[config.mk]
export PLATFORM = sky130hd
export DESIGN_NAME = led_cube_single_frame
export DESIGN_NICKNAME = d
export VERILOG_FILES = /design/src/rtl/led_cube_pkg.sv /design/src/rtl/led_cube_single_frame.sv
export SDC_FILE = /design/constraint.sdc
export NUM_CORES = 1
export LEC_CHECK = 0
export CAP_MARGIN = 20
export CORE_MARGIN = 3
export CORE_UTILIZATION = 25
export DETAILED_ROUTE_END_ITERATION = 7
export HOLD_SLACK_MARGIN = 0.05
export PLACE_DENSITY_LB_ADDON = 0.12
export SLEW_MARGIN = 0
export SYNTH_ARGS = -nofsm -noshare
export SYNTH_HDL_FRONTEND = slang
export SYNTH_SLANG_ARGS = --single-unit
[constraint.sdc]
create_clock -name clk -period 5 [get_ports clk]
set_clock_uncertainty 0.15 [all_clocks]
set_input_delay 0.5 -clock clk [delete_from_list [all_inputs] [get_ports clk]]
set_output_delay 0.5 -clock clk [all_outputs]
set_load 0.01 [all_outputs]
[src/rtl/led_cube_pkg.sv]
// Shared types and constants for the LED cube frame driver.
package led_cube_pkg;

    typedef enum logic [2:0] {
        IDLE,
        SETUP,
        STROBE,
        HOLD,
        SHOW
    } frame_state_t;

    localparam int unsigned CUBE_DIM             = 8;
    localparam int unsigned LOAD_CYCLES_PER_BYTE = 3;

endpackage

[src/rtl/led_cube_single_frame.sv]
// Scans one 64-byte frame onto an 8x8x8 cube: load 8 column latches per layer,
// then light that layer for LAYER_ON_CYCLES; repeats until stopped.
module led_cube_single_frame
    import led_cube_pkg::*;
#(
    parameter int unsigned LAYER_ON_CYCLES = 5000
) (
    input  logic       clk,
    input  logic       rst_n,
    input  logic       start,
    input  logic       stop,
    output logic       done,
    output logic [5:0] addr,
    input  logic [7:0] data_to_latch,
    output logic [7:0] Layers,
    output logic [7:0] Latches,
    output logic [7:0] Data
);

    localparam int unsigned ON_W     = $clog2(LAYER_ON_CYCLES + 1);
    localparam logic [2:0]  LAST_IDX = 3'(CUBE_DIM - 1);

    frame_state_t    state_q, state_d;
    logic [2:0]      layer_q, layer_d;
    logic [2:0]      row_q, row_d;
    logic [ON_W-1:0] on_cnt_q, on_cnt_d;
    logic            done_q, done_d;
    logic [5:0]      addr_q, addr_d;
    logic [7:0]      layers_q, layers_d;
    logic [7:0]      latches_q, latches_d;
    logic [7:0]      data_q, data_d;

    // Next state and registered-output values; stop beats start beats the scan.
    always_comb begin
        state_d   = state_q;
        layer_d   = layer_q;
        row_d     = row_q;
        on_cnt_d  = on_cnt_q;
        done_d    = 1'b0;
        addr_d    = addr_q;
        layers_d  = layers_q;
        latches_d = 8'h00;
        data_d    = data_q;

        if (stop) begin
            state_d  = IDLE;
            layer_d  = 3'd0;
            row_d    = 3'd0;
            on_cnt_d = '0;
            addr_d   = 6'd0;
            layers_d = 8'h00;
            data_d   = 8'h00;
        end else if (start) begin
            state_d  = SETUP;
            layer_d  = 3'd0;
            row_d    = 3'd0;
            on_cnt_d = '0;
            addr_d   = 6'd0;
            layers_d = 8'h00;
        end else begin
            unique case (state_q)
                IDLE: ;
                SETUP: begin
                    data_d    = data_to_latch;
                    latches_d = 8'(8'd1 << row_q);
                    state_d   = STROBE;
                end
                STROBE: state_d = HOLD;
                HOLD: begin
                    if (row_q != LAST_IDX) begin
                        row_d   = row_q + 3'd1;
                        addr_d  = {layer_q, row_q + 3'd1};
                        state_d = SETUP;
                    end else begin
                        layers_d = 8'(8'd1 << layer_q);
                        on_cnt_d = ON_W'(LAYER_ON_CYCLES - 1);
                        state_d  = SHOW;
                    end
                end
                SHOW: begin
                    if (on_cnt_q == '0) begin
                        // Blank before the next load; layer wraps naturally after 7.
                        layers_d = 8'h00;
                        layer_d  = layer_q + 3'd1;
                        row_d    = 3'd0;
                        addr_d   = {layer_q + 3'd1, 3'd0};
                        done_d   = (layer_q == LAST_IDX);
                        state_d  = SETUP;
                    end else begin
                        on_cnt_d = on_cnt_q - ON_W'(1);
                    end
                end
                default: state_d = IDLE;
            endcase
        end
    end

    always_ff @(posedge clk) begin
        if (!rst_n) begin
            state_q   <= IDLE;
            layer_q   <= 3'd0;
            row_q     <= 3'd0;
            on_cnt_q  <= '0;
            done_q    <= 1'b0;
            addr_q    <= 6'd0;
            layers_q  <= 8'h00;
            latches_q <= 8'h00;
            data_q    <= 8'h00;
        end else begin
            state_q   <= state_d;
            layer_q   <= layer_d;
            row_q     <= row_d;
            on_cnt_q  <= on_cnt_d;
            done_q    <= done_d;
            addr_q    <= addr_d;
            layers_q  <= layers_d;
            latches_q <= latches_d;
            data_q    <= data_d;
        end
    end

    assign done    = done_q;
    assign addr    = addr_q;
    assign Layers  = layers_q;
    assign Latches = latches_q;
    assign Data    = data_q;

endmodule

==> reports/metrics.csv, run 1 <==
stage,metric,value,unit
synthesis,share of flip-flops with an asynchronous set or reset,0,%
setup_path,Crit Path Max Fanout,9,
cts,H-tree depth,2,
setup_path,CP startpoint kind,flip-flop,
synthesis,biggest area consumer among synthesized cells,dfxtp_1,
floorplanning,Placeable Area,0.00846,mm2
setup_path,reg2reg start,row_q[0],
setup_path,CP required,5080,ps
power,Net Switching,146,uW
flow_run,MaxCap Viol Count,0,
layout,ANT cells,0,
cts,hold-fix buffer count after cts,0,
layout,proportion of layout cells with a drive suffix above 1,7.02,%
floorplanning,Die X,101,um
synthesis,Synth area leaders,"dfxtp_1 (45%), ha_1 (7.3%), a21oi_1 (5.1%)",
power,VDD IR max,134,uV
floorplanning,Die Y,101,um
cts,clock buffer depth,2,
power,Power Density,266,mW/mm2
layout,"most common cell after layout, fill and taps aside",dfxtp_1,
grt,first-pass GRT wire length,8540,um
cts,CTS Sinks,50,
cts,"CTS clk-pin slew, worst paths",90,ps
synthesis,count of warnings emitted by yosys,0,
setup_path,Setup crit end kind,flip-flop,
synthesis,sequential share of the synthesized area,44.6,%
floorplanning,initial core utilization,26.5,%
cts,root buf cell,clkbuf_8,
status,outcome,"finished, final reports clean",
layout,final instance area,0.00290,mm2
power,Sw Ratio,19.0,%
power,Seq pwr share,52.1,%
synthesis,number of flops mapped to enable cells by yosys,0,
setup_path,Worst EP arrival,2650,ps
grt,number of global-route vias before repair,1725,
drt,Antenna Nets Post-Route,0,
timing,Worst Tran Pin Value,859,ps
timing,setup violators final,0,
drt,drt total wl,5240,um
hold_path,WHS Endpoint,addr[5],
synthesis,Synth Instances,245,
setup_path,Crit Path Category,reg -> reg,
timing,endpoints failing hold,0,
grt,GR Overflow Total,0,
drt,Via density,4.74,
power,Comb pwr share,2.6,%
setup_path,R2R depth,6,
setup_path,Crit Reg-Reg Endpoint,addr[5],
timing,"Slew Viols, Final",0,
floorplanning,io pins,43,
power,Power Internal,623,uW
synthesis,"Distinct cells, synth",42,
placement,Final GP Congestion,0.716,
hold_path,hold path depth,2,
hold_path,Hold Crit Class,reg -> reg,
drt,DRT Pass-1 Iters,4,
placement,hpwl dp,3730,um
layout,post-route core utilization,34.2,%
timing,RSZ-0062 raised after global routing,false,
timing,FMAX,0.390,GHz
placement,Placed Area,0.00275,mm2
drt,initial drt markers,90,
cts,post-CTS setup repair buffer count,0,
drt,average wire per standard cell,13.4,um
timing,final period utilization,51.3,%
timing,WHS,308,ps
timing,Slew HR,41.9,%
timing,Tmin final,2560,ps
hold_path,hold path startpoint,addr[5],
placement,Port Buffer Count,42,
setup_path,R2R setup slack,2440,ps
cts,number of CTS-inserted buffers,5,
cts,Worst-Skew Late Latency,300,ps
power,Leakage Power,0.000955,uW
drt,DRC Markers,0,
power,Clock power frac,45.3,%
floorplanning,Std-Cell Rows,33,
floorplanning,die area,0.0101,mm2
grt,initial antenna violation count,0,
grt,largest net degree at the start of global routing,26,
layout,Area growth syn-to-layout,29.1,%
layout,Final #Nets,309,
synthesis,"flops & latches, synth",50,
drt,vias,1850,
synthesis,Synth Area per Inst,9.15,um2
synthesis,"Net Count, Synth",270,
cts,CTS tree,yes,
synthesis,mapped cell area,0.00224,mm2
synthesis,"Top FF cell, synth",dfxtp_1,
timing,TNS Setup,0,ps
synthesis,post-synth top area share,44.6,%
layout,most frequent cells in the layout,"dfxtp_1 (50), clkdlybuf4s50_1 (42), nand2_1 (28)",
cts,cts repair resizes,0,
grt,total track usage,10.4,%
==> cell families (layout without fill, tap and decap cells) <==
group	Yosys count	after routing	share of synthesized area, %
buffers and inverters	19	59	3.35
DFF	50	50	44.6
adders and majority gates	13	13	7.25
xor gates and xnor gates	4	4	1.56
muxes	1	1	0.446
AOI/OAI and AO/OA	53	53	16.0
and+or+nand+nor	105	105	26.8
==> flip-flops by register name, indices dropped and copies added, names as in the netlist <==
signal    count
Layers        8
Latches       8
on_cnt_q     13
row_q         2
addr          4
layer_q       3
Data          8
state_q       3
done          1
==> cells in the mapped netlist, types with 2 or more instances <==
cell and n:
o31ai_1 5, and3_1 6, dfxtp_1 50, buf_2 3, a211o_1 2, ha_1 13, or4_4 2, or4_1 4
or3_1 5, o21ai_0 4, nand2_1 28, clkbuf_1 7, a21oi_1 23, nand3_1 12, a211oi_1 4, a31oi_1 8
a22oi_1 2, nor4_1 4, and2_1 8, xnor2_1 3, inv_1 9, nand4_1 3, nor3_1 8, or2_2 2
nor2_1 13
==> through the flow <==
| step | total power [uW] | worst slack (ps) | instances |
|---|---|---|---|
| 3_3_place_gp | 430 | 2480 | 382 |
| 6_report | 769 | 2440 | 390 |
| 4_1_cts | 783 | 2410 | 390 |
| 5_1_grt | 806 | 2180 | 390 |
| 2_1_floorplan | 418 | 2870 | 245 |
| 3_5_place_dp | 430 | 2480 | 382 |
==> power groups by stage <==
stage          logic, uW  clock network (uW)  registers (uW)
4_1_cts             20.6                 362             400
5_1_grt             22.0                 383             401
6_report            20.2                 348             400
3_5_place_dp        20.4                   0             410
3_3_place_gp        20.4                   0             410
2_1_floorplan       9.05                   0             409
==> worst max-delay path, cell delays in order (launching register included) <==
cell and delay [ps]:
dfxtp_1 360, ha_1 240, ha_1 240, nor4bb_1 760, a41oi_2 250, a211o_1 380, a21oi_1 130
==> worst max path at each step <==
| stage | from | depth (start not counted) | slack, ps | endpoint |
|---|---|---|---|---|
| final | row_q[0] | 6 | 2440 | addr[5] |
| after floorplan | row_q[0] | 6 | 2870 | addr[5] |
| after global placement | row_q[0] | 6 | 2480 | addr[5] |
| after CTS | row_q[0] | 6 | 2410 | addr[5] |
| after detailed placement | row_q[0] | 6 | 2480 | addr[5] |
| after global routing | row_q[0] | 6 | 2180 | addr[5] |
==> metal layers <==
layer | share of wire [%] | vias to the layer above | track usage (%)
li1 | - | 965 | -
met1 | 53 | 843 | 15.1
met2 | 41 | 37 | 15.1
met3 | 5.0 | 5 | 2.77
met4 | 0.90 | 0 | 2.80
met5 | 0 | - | 0
==> area by class of cell <==
| type | instances | area [um2] |
|---|---|---|
| repair buffers | 42 | 420 |
| flip-flops and latches | 50 | 1000 |
| well taps | 105 | 131 |
| multi-input cells | 176 | 1170 |
| fillers | 891 | 5570 |
| inverters | 9 | 33.8 |
| clock buffers | 6 | 82.6 |
| clock inverters | 2 | 60.1 |
Note: power is estimated with default switching activity, not from simulation.
==> run 2: changes to the inputs <==
==> constraint.sdc (replaced) <==
create_clock -name clk -period 2.41 [get_ports clk]
set_clock_uncertainty 0.15 [all_clocks]
set_input_delay 0.241 -clock clk [delete_from_list [all_inputs] [get_ports clk]]
set_output_delay 0.241 -clock clk [all_outputs]
set_load 0.01 [all_outputs]
==> run 2 against run 1 <==
Cell area up 1.2%. Total power up 76%. Critical path depth up 1. Sequential power up 110%. First-iteration DRC count down 39%. Clock-buffer cell count unchanged. Sequential share of layout area down 0.40 points. Non-clock buffer count up 12. Largest power group unchanged.
==> reports/metrics.csv, run 2 (same netlist as run 1, synthesis figures left out) <==
stage,metric,value,unit,change
floorplanning,Placeable Area,0.00846,mm2,unchanged
drt,average wire per standard cell,13.4,um,about the same
layout,"most common cell after layout, fill and taps aside",dfxtp_1,,
cts,"CTS clk-pin slew, worst paths",90,ps,about the same
layout,most frequent cells in the layout,"dfxtp_1 (50), clkdlybuf4s50_1 (42), nand2_1 (28)",,
placement,Final GP Congestion,0.751,,+4.9%
flow_run,MaxCap Viol Count,0,,unchanged
hold_path,hold path depth,2,,unchanged
cts,post-CTS setup repair buffer count,0,,unchanged
setup_path,Crit Path Category,reg -> reg,,
floorplanning,Std-Cell Rows,33,,unchanged
timing,final period utilization,87.8,%,+37 points
setup_path,Crit Path Max Fanout,7,,-2
setup_path,Setup crit end kind,flip-flop,,
grt,total track usage,11.0,%,+0.64 points
power,VDD IR max,188,uV,+40%
timing,Worst Tran Pin Value,525,ps,-335 ps
layout,Final #Nets,321,,+3.9%
drt,Antenna Nets Post-Route,0,,unchanged
hold_path,Hold Crit Class,reg -> reg,,
grt,number of global-route vias before repair,1791,,+3.8%
drt,vias,1906,,+3.0%
floorplanning,die area,0.0101,mm2,unchanged
setup_path,CP required,2440,ps,-2640 ps
drt,Via density,4.75,,+0.20%
cts,root buf cell,clkbuf_8,,
timing,FMAX,0.472,GHz,+21%
grt,initial antenna violation count,0,,unchanged
floorplanning,io pins,43,,unchanged
drt,DRT Pass-1 Iters,4,,unchanged
layout,proportion of layout cells with a drive suffix above 1,10.5,%,+3.5 points
drt,initial drt markers,55,,-39%
cts,cts repair resizes,0,,unchanged
layout,Biggest register,on_cnt_q,,
cts,CTS tree,yes,,
timing,setup violators final,0,,unchanged
timing,Slew HR,65.0,%,+23 points
layout,Area growth syn-to-layout,30.6,%,
floorplanning,initial core utilization,26.5,%,unchanged
drt,drt total wl,5380,um,+2.8%
status,outcome,"finished, final reports clean",,
cts,number of CTS-inserted buffers,5,,unchanged
placement,hpwl dp,3910,um,+5.1%
drt,DRC Markers,0,,unchanged
setup_path,R2R depth,7,,+1
cts,clock buffer depth,2,,unchanged
timing,endpoints failing hold,0,,unchanged
power,Leakage Power,0.000976,uW,+2.1%
placement,Port Buffer Count,42,,unchanged
timing,"Slew Viols, Final",0,,unchanged
layout,Largest register FFs,13,,unchanged
timing,Tmin final,2120,ps,-446 ps
layout,ANT cells,0,,unchanged
grt,first-pass GRT wire length,8910,um,+4.4%
power,Power Density,462,mW/mm2,+74%
layout,post-route core utilization,34.6,%,+0.40 points
cts,Worst-Skew Late Latency,300,ps,about the same
cts,H-tree depth,2,,unchanged
floorplanning,Die Y,101,um,unchanged
setup_path,CP startpoint kind,flip-flop,,
timing,TNS Setup,0,ps,unchanged
cts,hold-fix buffer count after cts,0,,unchanged
grt,largest net degree at the start of global routing,26,,unchanged
setup_path,Worst EP arrival,2140,ps,-510 ps
grt,GR Overflow Total,0,,unchanged
timing,RSZ-0062 raised after global routing,false,,
cts,CTS Sinks,50,,unchanged
floorplanning,Die X,101,um,unchanged
==> run 2: cell count changes in the layout (fill, tap and decap cells not counted) <==
cell / delta
nor4bb_1: -1
bufinv_16: -2
nor4bb_2: +1
buf_4: +12
clkinvlp_4: +1
clkbuf_1: +1
clkbuf_8: -1
==> run 2: critical path, stage by stage, from the launching register on <==
cell	delay (ps)
dfxtp_1	360
ha_1	240
ha_1	250
nor4bb_2	430
a41oi_2	150
buf_4	230
a22oi_1	130
nor2_1	50
==> run 2: per-layer routing <==
metal	track usage (%)	vias to the layer above	part of all wire, %
li1	-	987	-
met3	2.91	7	6.3
met1	16.3	865	52
met2	15.3	47	40
met5	0	-	0
met4	4.04	0	1.4
==> run 2: final cells by class <==
class                   instances  area (um2)
well taps                     105         131
inverters                       9        33.8
multi-input cells             176        1170
clock buffers                   6        72.6
flip-flops and latches         50        1000
repair buffers                 54         510
fillers                       887        5540
clock inverters                 1        7.51
==> run 2: stage by stage <==
stage | instance area, um2 | instances | hold WS [ps] | power [uW] | setup slack (ps)
final | 2930 | 401 | 305 | 1350 | 293
after global routing | 2930 | 401 | 326 | 1410 | 69.5
after CTS | 2920 | 401 | 310 | 1380 | 148
after detailed placement | 2840 | 394 | 296 | 897 | 191
after global placement | 2840 | 394 | 294 | 897 | 186
after floorplan | 2240 | 245 | 227 | 867 | 276
==> run 2: worst paths after layout <==
path,start,endpoint,slack [ps]
setup / recovery,row_q[0],addr[2],290
hold / removal,Data[7],Data[7],310
setup reg to reg,row_q[0],addr[2],290
hold reg to reg,Data[7],Data[7],310
==> run 2: where the power goes <==
group,leakage (uW),internal [uW],total [uW],switching [uW]
sequential,0.000403,828,830,2.92
combinational,0.000536,25.5,46.1,20.6
clock,0.0000373,200,477,277
total,0.000976,1050,1350,301
==> run 3: changes to the inputs <==
--- a/config.mk
+++ b/config.mk
@@ -5,7 +5,7 @@
 export SDC_FILE = /design/constraint.sdc
 export NUM_CORES = 1
 export LEC_CHECK = 0
-export CAP_MARGIN = 20
+export CAP_MARGIN = 5
 export CORE_MARGIN = 3
 export CORE_UTILIZATION = 25
 export DETAILED_ROUTE_END_ITERATION = 7
==> results of run 3 <==
Same layout as run 2: the final DEF is identical, and so are final timing and power.
